## config.mk

```make
export PLATFORM = sky130hd
export DESIGN_NAME = sumador_param_display
export DESIGN_NICKNAME = d
export VERILOG_FILES = /design/src/rtl/sumador_param_display_pkg.sv /design/src/rtl/sumador_param_display_seg7_hex_encoder.sv /design/src/rtl/sumador_param_display.sv
export SDC_FILE = /design/constraint.sdc
export NUM_CORES = 1
export LEC_CHECK = 0
export BUFFER_PORTS_ARGS = -buffer_cell sky130_fd_sc_hd__buf_2
export CORE_ASPECT_RATIO = 1.2
export CORE_MARGIN = 2
export CORE_UTILIZATION = 57
export CTS_BUF_LIST = sky130_fd_sc_hd__clkbuf_2
export DETAILED_ROUTE_END_ITERATION = 10
export PLACE_DENSITY_LB_ADDON = 0.05
export SLEW_MARGIN = 20
export SYNTH_ARGS = -nofsm -noshare
export SYNTH_HDL_FRONTEND = slang
export SYNTH_SLANG_ARGS = --single-unit
```

## constraint.sdc

```tcl
create_clock -name Clk -period 3.5 [get_ports Clk]
set_clock_uncertainty 0.1 [all_clocks]
set_input_delay 0.525 -clock Clk [delete_from_list [all_inputs] [get_ports Clk]]
set_output_delay 0.525 -clock Clk [all_outputs]
set_load 0.005 [all_outputs]
```

## src/rtl/sumador_param_display_pkg.sv

```systemverilog
// rtl/sumador_param_display_pkg.sv - shared segment codes and operation encodings
package sumador_param_display_pkg;

    typedef enum logic {
        OP_ADD = 1'b0,
        OP_SUB = 1'b1
    } op_e;

    localparam logic [6:0] SEG_BLANK = 7'h7F;

    // Active-low gfedcba codes, entry 15 first so SEG_HEX[n] selects digit n
    localparam logic [15:0][6:0] SEG_HEX = {
        7'h0E, 7'h06, 7'h21, 7'h46, 7'h03, 7'h08, 7'h10, 7'h00,
        7'h78, 7'h02, 7'h12, 7'h19, 7'h30, 7'h24, 7'h79, 7'h40
    };

endpackage

```

## src/rtl/sumador_param_display_seg7_hex_encoder.sv

```systemverilog
// rtl/sumador_param_display_seg7_hex_encoder.sv - combinational nibble to active-low 7-segment encoder
module seg7_hex_encoder
    import sumador_param_display_pkg::*;
(
    input  logic [3:0] nibble,
    output logic [6:0] seg
);

    assign seg = SEG_HEX[nibble];

endmodule

```

## src/rtl/sumador_param_display.sv

```systemverilog
// rtl/sumador_param_display.sv - pipelined add/sub with scanned hex display; option LEADING_ZERO_BLANK_EN
module sumador_param_display
    import sumador_param_display_pkg::*;
#(
    parameter int WIDTH    = 8,
    parameter int DIGITS   = 3,
    parameter int SCAN_DIV = 50000
) (
    input  logic              Clk,
    input  logic              Rst,
    input  logic [WIDTH-1:0]  A,
    input  logic [WIDTH-1:0]  B,
    input  logic              Op,
    input  logic              Start,
    output logic [WIDTH:0]    Q,
    output logic              Done,
    output logic [6:0]        Seg,
    output logic [DIGITS-1:0] An
);

    localparam int DW = 4 * DIGITS;
    localparam int IW = (DIGITS > 1) ? $clog2(DIGITS) : 1;
    localparam int PW = (SCAN_DIV > 1) ? $clog2(SCAN_DIV) : 1;

    logic [WIDTH-1:0] a_r, b_r;
    op_e              op_r;
    logic             cap_r;
    logic [WIDTH:0]   res;

    // Operands are zero-extended so the top bit is carry on add and borrow (A<B) on sub
    always_comb begin
        res = {1'b0, a_r} + {1'b0, b_r};
        if (op_r == OP_SUB) begin
            res = {1'b0, a_r} - {1'b0, b_r};
        end
    end

    always_ff @(posedge Clk or posedge Rst) begin
        if (Rst) begin
            a_r   <= '0;
            b_r   <= '0;
            op_r  <= OP_ADD;
            cap_r <= 1'b0;
            Q     <= '0;
            Done  <= 1'b0;
        end else begin
            cap_r <= Start;
            Done  <= cap_r;
            if (Start) begin
                a_r  <= A;
                b_r  <= B;
                op_r <= op_e'(Op);
            end
            if (cap_r) begin
                Q <= res;
            end
        end
    end

    logic [PW-1:0] presc;
    logic [IW-1:0] idx;

    always_ff @(posedge Clk or posedge Rst) begin
        if (Rst) begin
            presc <= '0;
            idx   <= '0;
        end else if (presc == PW'(SCAN_DIV - 1)) begin
            presc <= '0;
            idx   <= (idx == IW'(DIGITS - 1)) ? '0 : idx + 1'b1;
        end else begin
            presc <= presc + 1'b1;
        end
    end

    logic [DW-1:0]     disp;
    logic [3:0]        nib;
    logic [6:0]        enc_seg;
    logic              blank;
    logic [6:0]        seg_next;
    logic [DIGITS-1:0] an_next;

    assign disp = DW'(Q);
    assign nib  = disp[{idx, 2'b00} +: 4];

`ifdef LEADING_ZERO_BLANK_EN
    logic [DW-1:0] upper;
    // A digit is a leading zero when it and every more-significant nibble are zero
    assign upper = disp >> {idx, 2'b00};
    assign blank = (idx != '0) && (upper == '0);
`else
    assign blank = 1'b0;
`endif

    seg7_hex_encoder u_enc (
        .nibble (nib),
        .seg    (enc_seg)
    );

    assign seg_next = blank ? SEG_BLANK : enc_seg;
    assign an_next  = ~(DIGITS'(1) << idx);

    always_ff @(posedge Clk or posedge Rst) begin
        if (Rst) begin
            Seg <= SEG_BLANK;
            An  <= '1;
        end else begin
            Seg <= seg_next;
            An  <= an_next;
        end
    end

endmodule

```

==> metrics.md <==
| Metric | Value |
|---|---|
| Worst slack, placed | 0.891 ns |
| Pin count of the biggest net entering global routing | 43 |
| Max stage delay on crit path | around 0.46 ns |
| Top-area cell type share of the netlist area | 0.398 |
| Grt ovf | 0 |
| Tot Pwr | 1.69 mW |
| Router iterations before antenna repair | 4 |
| Register bit count reported by yosys | 56 |
| Cell area after synthesis | 2890 um^2 |
| Layout net count | about 340 |
| CTS clk-pin slew, worst paths | 0.28 ns |
| Hold buffer count at cts | 0 |
| Slowest CP cell | dfrtp_1 |
| Wire length per cell | 13.4 um |
| Mapped Cells | ~260 |
| Area contributors post-synth | dfrtp_1 40%, dfstp_2 9.1%, ha_1 6.9% |
| Vias | 1983 |
| Levels on crit path | 9 |
| H-tree levels | 2 |
| Synth top cells by count | 46 x dfrtp_1, 22 x nor2_1, 19 x nand2_1 |
| CP Buf/Inv Count | 1 |
| Net Count, Synth | ~300 |
| Final min period | 2.61 ns |
| WS Path Type | reg -> reg |
| Initial core utilization | 0.590 |
| Placed Area | 3150 um^2 |
| Critical Path Source | b_r[0] |
| DRT iter0 DRCs | 107 |
| FMAX | 383 MHz |
| Max IR drop VDD | 0.000323 V |
| First-pass GRT wire length | 8480 um |
| Drt total wl | a little under 5000 um |
| Vias in the first global route | ~1.9k |
| Post-route cell area | about 3200 um^2 |
| CTS max path bufs | 2 |
| Placed cell count | between 300 and 400 |
| Die height | 82.1 um |
| Skew-Pair Late Insertion Delay | 0.44 ns |
| Dominant delay contributor by cell family on the critical path | adder cells |
| Finished Layout Cells | 366 |
| Post-DP HPWL | 3790 um |
| Synth warn | 0 |
| PD cells | 526 nW/um^2 |
| Fill count | just under 400 |
| Core area | 4900 um^2 |
| Die area | 5670 um^2 |
| Hold/Removal Path Class | in -> async |
| Synth area leader | dfrtp_1 |
| Via density | 5.42 |
| Most common cell in the netlist | dfrtp_1 |
| Unrepaired setup endpoints after global routing | no |
| Routability congestion estimate | 0.834 |
| Data required, critical path | 3.78 ns |
| Crit Reg-Reg Startpoint | b_r[0] |
| CTS tree | yes |
| Root Buffer Master | clkbuf_2 |
| Residual DRC | 0 |
| Crit share post-route | 0.746 |
| Number of synthesized flops with an enable pin | 0 |
| IO Port Bufs | 39 |
| Diodes inserted | 0 |
| Most common cell on crit path | mux2_2 |
| CP endpoint kind | register |
| Final Hold Violating Endpoints | 0 |
| Pleak | 1.48 nW |
| Post-synth top flop | dfrtp_1 |
| Async S/R FF share, synth | 1.00 |
| Layout area overhead | 10.9% |
| Remaining antenna violation count | 0 |
| TritonCTS Sinks | 56 |
| Status | completed |
| Seq/Total Area, Yosys | 0.489 |
| Post-CTS Setup Bufs | 0 |
| Critical path peak fanout | 4 |
| CTS resizes | 0 |
| Crit path launch type | register |
| Die width | 69.0 um |
| Fraction of layout instances using a drive strength above 1 | 0.291 |
| Mean Syn Cell Area | 11.0 um^2 |
| Rows | 28 |
| # Max-Cap Violations | 0 |
| Slew Viols, Final | 0 |
| Relative slew slack | 0.449 |
| Antenna violations before repair | 0 |
| Io pins | 40 |
| Worst EP arrival | about 2.9 ns |
| Worst r2r path cells | 9 |
| Measured slew at the worst slew-check pin | 0.826 ns |
| Worst Slack Setup Final | 0.889 ns |
| Setup_tns | 0 ns |
| Crit-path cells | inv_1 > ha_1 > mux2_2 > fa_1 > nand2b_1 > a21oi_1 > o21ai_1 > xor2_1 > mux2_2 |
| CTS Buf Count | 5 |
| Library cells used by synthesis | 46 |
| Total GRT Usage | 0.189 |
| Final setup vio count | 0 |
logic make-up after synthesis:
logic type / Yosys count / synth area share
xor gates and xnor gates: 25 / 0.0757
AOI/OAI and AO/OA: 44 / 0.0956
adders and majority gates: 17 / 0.0761
and+or+nand+nor: 79 / 0.146
buffers and inverters: 19 / 0.0259
muxes: 24 / 0.0921
DFF: 56 / 0.489
registers in the layout, summed over array words and instances, names as in the netlist:
register	cells
cap_r	1
An	3
Done	1
op_r	1
idx	2
b_r	8
presc	16
a_r	8
Seg	7
Q	9
stage by stage:
step                      hold slack (ns)   util
after floorplan                     0.252      -
after global placement              0.379  0.641
after detailed placement            0.383  0.641
after CTS                           0.109  0.655
after global routing                0.102  0.655
final                              0.0894  0.655
report_power, final:
part	internal, mW	switching, mW
clock network	0.123	0.191
logic	0.264	0.275
registers	0.771	0.0662
cell usage in the layout (no fill, tap or decap), types with 2 or more instances in the layout:
cell type,instances
a21o_1,2
a21oi_1,6
a22o_1,2
a31oi_1,3
and4_1,2
buf_2,39
clkbuf_2,6
dfrtp_1,46
dfstp_2,10
ha_1,16
inv_1,12
mux2_2,17
mux2i_1,6
nand2_1,19
nand2b_1,6
nand3_1,6
nand4_1,3
nor2_1,22
nor2b_1,2
nor3_1,6
o21a_1,3
o21ai_0,17
o21ai_1,2
o31ai_1,4
or2_2,2
xnor2_1,16
xor2_1,9
area by class of cell:
class	instances	area (um^2)	area share
clock buffers	6	30.0	0.00935
clock inverters	2	35.0	0.0109
inverters	13	48.8	0.0152
multi-input cells	189	1410	0.438
flip-flops and latches	56	1410	0.440
well taps	60	75.1	0.0234
repair buffers	40	203	0.0631
layer usage:
metal	vias to the layer above	track usage	part of all wire	wire length (um)
met5	-	0	0	0
met4	0	0.0667	0.014	70
met3	5	0.0380	0.028	136
met2	28	0.350	0.54	2670
met1	956	0.219	0.42	2040
li1	994	-	-	-
worst paths after layout:
kind / endpoint / slack [ns]
setup / recovery: Q[8] / 0.89
hold / removal: presc[1] / 0.09
setup reg to reg: Q[8] / 0.89
hold reg to reg: presc[0] / 0.41
max in group asynchronous: b_r[4] / 2.48
min in group Clk: a_r[1] / 0.18
worst register-to-register path, delay by kind of cell, from the launching register on:
kind            cells  cell delay, ns
xor+xnor            1            0.16
flops               1            0.46
simple gates        1            0.18
buf+inv             1            0.07
mux                 2            0.55
compound gates      2            0.33
fa+ha+maj           2            0.72
Note: power is estimated with default switching activity, not from simulation.
